**config.mk**
```make
export PLATFORM = sky130hd
export DESIGN_NAME = platform_field
export DESIGN_NICKNAME = d
export VERILOG_FILES = /design/src/rtl/platform_field.sv
export SDC_FILE = /design/constraint.sdc
export NUM_CORES = 2
export LEC_CHECK = 0
export ABC_AREA = 0
export CAP_MARGIN = 5
export CORE_MARGIN = 1
export CORE_UTILIZATION = 50
export DETAILED_ROUTE_END_ITERATION = 10
export PLACE_DENSITY = 0.72
export SKIP_CTS_REPAIR_TIMING = 1
export SKIP_LAST_GASP = 1
export SLEW_MARGIN = 40
export SYNTH_ARGS = -nofsm -noshare
export SYNTH_HDL_FRONTEND = slang
export SYNTH_SLANG_ARGS = --single-unit
```
**constraint.sdc**
```tcl
create_clock -name Clk -period 24.7 [get_ports Clk]
set_clock_uncertainty 0.05 [all_clocks]
set_input_delay 4.94 -clock Clk [delete_from_list [all_inputs] [get_ports Clk]]
set_output_delay 4.94 -clock Clk [all_outputs]
set_load 0.02 [all_outputs]
```
**src/rtl/platform_field.sv**
```systemverilog
// platform_field: bookkeeping for NUM_PLATS platforms. On each frame_clk rise the
// platforms scroll down by a clamped amount, one platform per Clk cycle. A platform
// that falls off the bottom is recycled to the top at an LFSR-random X. Also
// provides a registered landing query for the doodle.
//
// Ports:
//   Clk, Reset       system clock, asynchronous active-high reset
//   frame_clk        vsync, asynchronous to Clk (synchronised here)
//   scroll_dy        downward scroll for the next frame (clamped to SPACING)
//   doodle_x/w/bottom, falling   doodle geometry for landing detection
//   plat_x_flat, plat_y_flat     platform i at [i*COORD_W +: COORD_W]
//   busy, frame_done             walk in progress / one-cycle walk-complete pulse
//   land_hit, land_idx, land_y   landing result, 1-cycle latency, lowest index wins
//   recycle_count                saturating count of recycled platforms
//   overrun                      sticky: a frame tick arrived while busy
module platform_field #(
  parameter int          NUM_PLATS = 15,
  parameter int          COORD_W   = 10,
  parameter int          SCREEN_W  = 640,
  parameter int          SCREEN_H  = 480,
  parameter int          PLAT_W    = 40,
  parameter int          PLAT_H    = 8,
  parameter int          SPACING   = 32,
  parameter logic [15:0] LFSR_SEED = 16'hACE1
) (
  input  logic                           Clk,
  input  logic                           Reset,
  input  logic                           frame_clk,
  input  logic [COORD_W-1:0]             scroll_dy,
  input  logic [COORD_W-1:0]             doodle_x,
  input  logic [COORD_W-1:0]             doodle_w,
  input  logic [COORD_W-1:0]             doodle_bottom,
  input  logic                           falling,
  output logic [NUM_PLATS*COORD_W-1:0]   plat_x_flat,
  output logic [NUM_PLATS*COORD_W-1:0]   plat_y_flat,
  output logic                           busy,
  output logic                           frame_done,
  output logic                           land_hit,
  output logic [4:0]                     land_idx,
  output logic [COORD_W-1:0]             land_y,
  output logic [15:0]                    recycle_count,
  output logic                           overrun
);

  localparam int IDX_W  = (NUM_PLATS > 1) ? $clog2(NUM_PLATS) : 1;
  localparam int X_SPAN = SCREEN_W - PLAT_W;

  localparam logic [1:0] ST_IDLE = 2'd0;
  localparam logic [1:0] ST_WALK = 2'd1;
  localparam logic [1:0] ST_DONE = 2'd2;

  logic [1:0]         state;
  logic [IDX_W-1:0]   walk_idx;
  logic [COORD_W-1:0] dy;
  logic [15:0]        lfsr;
  logic [2:0]         fsync;
  logic               tick;

  logic [COORD_W-1:0] plat_x [NUM_PLATS];
  logic [COORD_W-1:0] plat_y [NUM_PLATS];

  // One Fibonacci step of x^16+x^14+x^13+x^11+1 (right-shifting form).
  function automatic logic [15:0] lfsr_next(input logic [15:0] l);
    lfsr_next = {l[0] ^ l[2] ^ l[3] ^ l[5], l[15:1]};
  endfunction

  // Fold an LFSR sample into [0, X_SPAN); one subtraction suffices because
  // 2^COORD_W <= 2*X_SPAN.
  function automatic logic [COORD_W-1:0] wrap_x(input logic [COORD_W-1:0] r);
    wrap_x = (r >= COORD_W'(X_SPAN)) ? r - COORD_W'(X_SPAN) : r;
  endfunction

  // Two synchroniser flops (fsync[0], fsync[1]) plus a history flop for edge detect.
  assign tick = fsync[1] & ~fsync[2];

  logic [COORD_W:0] ny;
  logic             wrap;
  assign ny   = {1'b0, plat_y[walk_idx]} + {1'b0, dy};
  assign wrap = ny >= (COORD_W+1)'(SCREEN_H);

  assign busy       = (state != ST_IDLE);
  assign frame_done = (state == ST_DONE);

  always_ff @(posedge Clk or posedge Reset) begin
    if (Reset) begin
      state         <= ST_IDLE;
      walk_idx      <= '0;
      dy            <= '0;
      lfsr          <= LFSR_SEED;
      fsync         <= '0;
      recycle_count <= '0;
      overrun       <= 1'b0;
      for (int i = 0; i < NUM_PLATS; i++) begin
        plat_y[i] <= COORD_W'(i * SPACING);
        plat_x[i] <= COORD_W'((i * 73) % X_SPAN);
      end
    end else begin
      fsync <= {fsync[1:0], frame_clk};
      if (tick && state != ST_IDLE) overrun <= 1'b1;
      case (state)
        ST_IDLE: begin
          if (tick) begin
            dy       <= (scroll_dy > COORD_W'(SPACING)) ? COORD_W'(SPACING) : scroll_dy;
            walk_idx <= '0;
            state    <= ST_WALK;
          end
        end
        ST_WALK: begin
          if (wrap) begin
            plat_y[walk_idx] <= COORD_W'(ny - (COORD_W+1)'(SCREEN_H));
            plat_x[walk_idx] <= wrap_x(lfsr[COORD_W-1:0]);
            lfsr             <= lfsr_next(lfsr);
            if (recycle_count != 16'hFFFF) recycle_count <= recycle_count + 16'd1;
          end else begin
            plat_y[walk_idx] <= ny[COORD_W-1:0];
          end
          if (walk_idx == IDX_W'(NUM_PLATS - 1)) state <= ST_DONE;
          else walk_idx <= walk_idx + 1'b1;
        end
        default: state <= ST_IDLE;
      endcase
    end
  end

  // Landing search: scan high-to-low so the lowest matching index is left in hit_sel.
  logic             hit_any;
  logic [IDX_W-1:0] hit_sel;
  logic [COORD_W:0] feet_right;
  assign feet_right = {1'b0, doodle_x} + {1'b0, doodle_w};

  always_comb begin
    hit_any = 1'b0;
    hit_sel = '0;
    for (int i = NUM_PLATS - 1; i >= 0; i--) begin
      if (falling &&
          (doodle_bottom >= plat_y[i]) &&
          ({1'b0, doodle_bottom} < {1'b0, plat_y[i]} + (COORD_W+1)'(PLAT_H)) &&
          (feet_right > {1'b0, plat_x[i]}) &&
          ({1'b0, doodle_x} < {1'b0, plat_x[i]} + (COORD_W+1)'(PLAT_W))) begin
        hit_any = 1'b1;
        hit_sel = IDX_W'(i);
      end
    end
  end

  // Landing register: a tick in IDLE starts a walk next cycle, so it suppresses
  // the result too; land_hit is therefore never high while busy.
  always_ff @(posedge Clk or posedge Reset) begin
    if (Reset) begin
      land_hit <= 1'b0;
      land_idx <= '0;
      land_y   <= '0;
    end else if (state == ST_IDLE && !tick && hit_any) begin
      land_hit <= 1'b1;
      land_idx <= 5'(hit_sel);
      land_y   <= plat_y[hit_sel];
    end else begin
      land_hit <= 1'b0;
    end
  end

  for (genvar g = 0; g < NUM_PLATS; g++) begin : g_flat
    assign plat_x_flat[g*COORD_W +: COORD_W] = plat_x[g];
    assign plat_y_flat[g*COORD_W +: COORD_W] = plat_y[g];
  end

endmodule

```
======== Word-level counts from Yosys, hierarchy flattened ========
Cells that the tools add are included.
storage, ports and cells
  output and inout bits ................... 335
  register bits after elaboration ......... 367
  logic and storage cells ................. 280
  input bits .............................. 44
cells by class
  bitwise gates (word level) .............. 7
  multiplexer cells ....................... 51
  equal/unequal tests ..................... 7
  $add $sub $neg .......................... 36
  reduce and logical (&&, ||, !) cells .... 73
  magnitude comparators ................... 66
operators with widths
  cell                      number
  $bwmux W150               3
  $lt A10 B11 Y1            30
  $add A10 B4 Y11 const B   15
  $add A10 B6 Y11 const B   15
  $gt A11 B10 Y1            15
  $ge A10 B10 Y1            15
  $mux W150                 1
  $bmux W10 S4              2
  $mux W10                  7
  $mux W4                   17
  $logic_and A1 B1 Y1       64
  $demux W10 S4             1
  $add A10 B10 Y11          2
  $add A16 B1 Y16 const B   1
  $mux W1                   16
  $ne A16 B16 Y1 const B    1
  $ge A11 B9 Y1 const B     1
  $ge A10 B10 Y1 const B    1
  $ge A5 B5 Y1 const B      2
  $gt A10 B6 Y1 const B     1
  $not A4 Y5                2
  $sub A10 B10 Y10 const B  1
  $sub A10 B9 Y10 const B   1
  $pmux W4 S2               1
  other kinds (16)          25

======== Longest topological paths before layout ========
  depth in word-level cells ............... 24
  depth in mapped cells ................... 26
  depth with buffers taken out ............ 23

======== Least setup slack after synthesis ========
No wires, ideal clock.
  path kind ............................... input port to flip-flop
  from .................................... input doodle_x[1]
  to ...................................... register land_y[0]
  arrival ................................. 9.730 ns
  path slack .............................. 14.793 ns
  library setup time ...................... 0.127 ns
  stages on the path ...................... 23
  required time ........................... 24.523 ns
  path buffers ............................ 1
  cells stage by stage .................... ha_1 a21o_1 a21oi_1 o21bai_1 a21oi_1 o21bai_1 a21oi_1 o21bai_1 a21oi_1 xnor2_1 ha_1 a2111oi_0 o211ai_1 a211oi_1 nor4_1 or2_1 nor4_1 o21ai_1 nand2_1 buf_2 mux2i_1 nand2_1 a311o_1
on the way
  word-level cells in the longest chain between the ends .. 23
  elaborated cells between the ends (all ways) .. 96
  classes of those cells .................. 1 x add/sub; 30 x order compare; 33 x mux; 1 x bitwise; 31 x reduce/logical
RTL lines
  what                                          RTL line  RTL
  start: declaration                            30        input logic [COORD_W-1:0] doodle_x,
  $add A10 B10 Y11                              129       assign feet_right = {1'b0, doodle_x} + {1'b0, doodle_w};
  $gt A11 B10 Y1                                138       (feet_right > {1'b0, plat_x[i]}) &&
  $logic_and A1 B1 Y1                           137       ({1'b0, doodle_bottom} < {1'b0, plat_y[i]} + (COORD_W+1)'(PLAT_H)) &&
  $logic_and A1 B1 Y1                           138
  $mux W4 (15 in series)                        135       if (falling &&
  $not A4 Y5 (not written as such)              156       land_y <= plat_y[hit_sel];
  $bmux W10 S4                                  156
  $mux W10 (not written as such) (2 in series)  156
  end signal: assignment                        156
  end: declaration                              40        output logic [COORD_W-1:0] land_y,
Parallel ways exist; a longest one is shown, timed or not. The select of a mux whose other input is x is not followed.
A chain may end at the register's enable or synchronous reset.

======== Final worst setup path ========
Ends and elaborated chain as after synthesis.

==> flow_summary.ini <==
[sta]
finalCriticalPeriod_ns = 12.03
setup_viol = 0
final_hold_viol_count = 0
worst_pin_slew_ns = 0.918
finalSetupTns_ns = 0
timing.fmax_ghz = 0.0831
slew_viol_final = 0
rsz0062_at_grt = false
period_share_pct = 48.7
max_slew_margin_pct = 38.8

[worst_setup_path]
arrival_ns = 12.46
path_class = input port to flop
endpoint_kind = flop
critPathLaunchType = input port
crit_fanout = 23
required_ns = 25.13

[synthesis]
synthAdderAreaFrac_pct = 22.8
ys_seq_area_share_pct = 28.2
postSynthCellCount = 3632
synth_area_um2 = 33000
synth_edf_count = 0
synthArstFlopShare_pct = 100
synth_xor_area_share_pct = 5.05
synth_compound_area_share_pct = 18.6
ys_types = 90
synthMuxAreaShare_pct = 6.70
ys_warn_count = 0
synth_top_family_by_area = adder cells
synth-seq-cells = 367
syn_area_per_cell_um2 = 9.07
synthSimpleGateAreaFrac_pct = 13.3
ys.flop_type = dfrtp_1
syn_nets = 4275

[drt]
drtPass1Iterations = 6
wl_per_cell_um = 25.8
drt_iter0_drc = 2907
ant_nets = 0
route.detailed.drc = 0
routed_wl_um = 127000
vias_per_cell = 6.33
vias = 31126

[clocking]
cts_tree = done
clk_pin_slew_ns = 0.06
clk_latency_ns = 0.59
h-tree-depth = 2
cts-root-buf = clkbuf_16
numClockSinks = 367
numCtsBuffers = 45
cts.path.max_buffers = 3

[power_and_ir_drop]
seqPwrFrac_pct = 28.1
combPwrFrac_pct = 52.1
p_clk_share_pct = 19.8
switching_power_uw = 1650
swShare_pct = 47.4
pwr_density_cell_nw_per_um2 = 87.8
power_leakage_uw = 0.0166
max-vdd-ir-drop_uv = 73.0
p_int_uw = 1830

[layout]
postLayoutCoreUtil_pct = 61.2
stdcell_count = 4914
layout.nets = 4663
drive_gt1_share_pct = 11.0
area_delta_synth_final_pct = 20.3

[min_path]
hold_class = flop to flop

[status]
outcome = complete, no violations

[global_routing]
grt_max_degree = 125
grt_pass1_wl_um = 189000
grt_overflow = 0
antenna_found_initial = 1
grt_busiest_layer = met2
grt_pass1_vias = 29934
grt_use_met2_pct = 58.7
grt_use_total_pct = 37.5
use_met1_pct = 48.2
met3_usage_pct = 8.69

[floorplanning]
start_util_pct = 50.8
core_um2 = 64800
fp.dieH_um = 259
dieArea_um2 = 66900
pin_count = 379
rows = 93
chipWidth_um = 259

[place]
hpwl_um = 93700
gp_congestion = 1.03
portBuffers = 377
dp_cells = 4828

[job]
maxCapViolations = 0
layer usage:
metal,routed length [um],up-vias
met4,7570,0
li1,-,14080
met3,13200,405
met5,0,-
met2,55700,1651
met1,50100,14990
cells in the final DEF (no fill, tap or decap), types with 18 or more instances in the layout:
| cell | netlist | routed |
|---|---|---|
| and3_1 | 34 | 34 |
| nor2b_1 | 31 | 31 |
| nor2_1 | 104 | 97 |
| dfstp_2 | 100 | 100 |
| nand2_1 | 347 | 347 |
| o2111ai_1 | 18 | 18 |
| o21a_1 | 50 | 50 |
| xnor2_1 | 161 | 152 |
| inv_1 | 347 | 346 |
| nor3_1 | 63 | 63 |
| a21o_1 | 65 | 64 |
| clkbuf_16 | 0 | 47 |
| nor4_1 | 33 | 32 |
| clkdlybuf4s50_1 | 0 | 376 |
| mux4_2 | 39 | 39 |
| buf_4 | 1 | 70 |
| o21ai_0 | 376 | 374 |
| mux2i_1 | 26 | 25 |
| mux2_2 | 95 | 95 |
| dfrtp_1 | 267 | 262 |
| xor2_1 | 29 | 29 |
| ha_1 | 597 | 597 |
| o211ai_1 | 83 | 83 |
| a2111oi_0 | 29 | 28 |
| a211oi_1 | 31 | 31 |
| nand2b_1 | 40 | 39 |
| nand3_1 | 130 | 130 |
| nand4_1 | 47 | 47 |
| a21oi_1 | 141 | 140 |
power groups by stage:
stage	logic, uW	clock network (uW)	registers (uW)
after floorplan	1000	0	944
after global placement	1730	0	973
after detailed placement	1770	0	973
after CTS	1780	697	964
after global routing	1960	720	982
final	1810	689	978
final timing paths:
kind,slack (ns),start,depth (start not counted),endpoint
worst max-delay path,12.67,doodle_x[1],26,land_y[0]
min in group asynchronous,4.83,Reset,2,plat_y_flat[28]
worst min-delay path,0.30,fsync[0],0,fsync[1]
max in group asynchronous,18.53,Reset,3,lfsr[2]
worst max register to register,18.24,walk_idx[0],21,plat_y_flat[19]
worst min register to register,0.30,fsync[0],0,fsync[1]
cells by family (layout without fill, tap and decap cells):
group	count (synthesis)	count (layout)
AOI/OAI and AO/OA	955	955
adders and majority gates	599	599
xor gates and xnor gates	190	190
and+or+nand+nor	899	899
DFF	367	367
other	1	3
muxes	160	160
buffers and inverters	461	886
synthesized netlist by cell type (29+ instances only):
master     instances  area (um^2)
nor2_1           104          390
o21ai_0          376         1880
and3_1            34          213
ha_1             597         7470
nand2_1          347         1300
mux4_2            39          878
nor2b_1           31          194
a211oi_1          31          233
dfrtp_1          267         6680
dfstp_2          100         2630
a21oi_1          141          706
a2111oi_0         29          254
nand4_1           47          294
inv_1            347         1300
nand3_1          130          651
nor4_1            33          206
nor3_1            63          315
clkbuf_1          86          323
nand2b_1          40          250
xnor2_1          161         1410
o21a_1            50          375
a21o_1            65          488
o211ai_1          83          623
mux2_2            95         1070
xor2_1            29          254
worst max-delay path: stages:
cell             delay [ns]
clkdlybuf4s50_1        0.45
buf_4                  0.32
ha_1                   0.29
a21o_1                 0.15
a21oi_1                0.28
o21bai_1               0.10
a21oi_1                0.28
o21bai_1               0.11
a21oi_1                0.31
o21bai_1               0.10
a21oi_1                0.25
xnor2_2                0.14
buf_4                  0.31
ha_1                   0.32
a2111oi_0              0.51
o211ai_1               0.17
a211oi_1               0.40
nor4bb_1               0.16
nand2b_1               0.23
a221oi_2               0.51
o211ai_4               0.32
nand2_1                0.55
buf_4                  0.34
or3_1                  0.40
o221ai_2               0.16
a311o_1                0.33
per-stage QoR:
| step | hold WS (ns) | worst slack (ns) | power [uW] | instance area (um^2) |
|---|---|---|---|---|
| after floorplan | 0.281 | 9.69 | 1950 | 33000 |
| after CTS | 0.302 | 12.46 | 3440 | 39600 |
| after global routing | 0.320 | 12.31 | 3670 | 39600 |
| after detailed placement | 0.285 | 11.85 | 2740 | 38100 |
| final | 0.302 | 12.67 | 3480 | 39600 |
| after global placement | 0.282 | 11.98 | 2700 | 38000 |
cell type report:
class	instances	area, um^2
fill	5593	25200
multi-input combinational	2804	22100
sequential	367	9320
timing repair buffer	451	4340
inverter	351	1330
clock buffer	62	1270
tap	855	1070
clock inverter	22	245
antenna	2	5.00
Power figures use the tool's default switching activity.
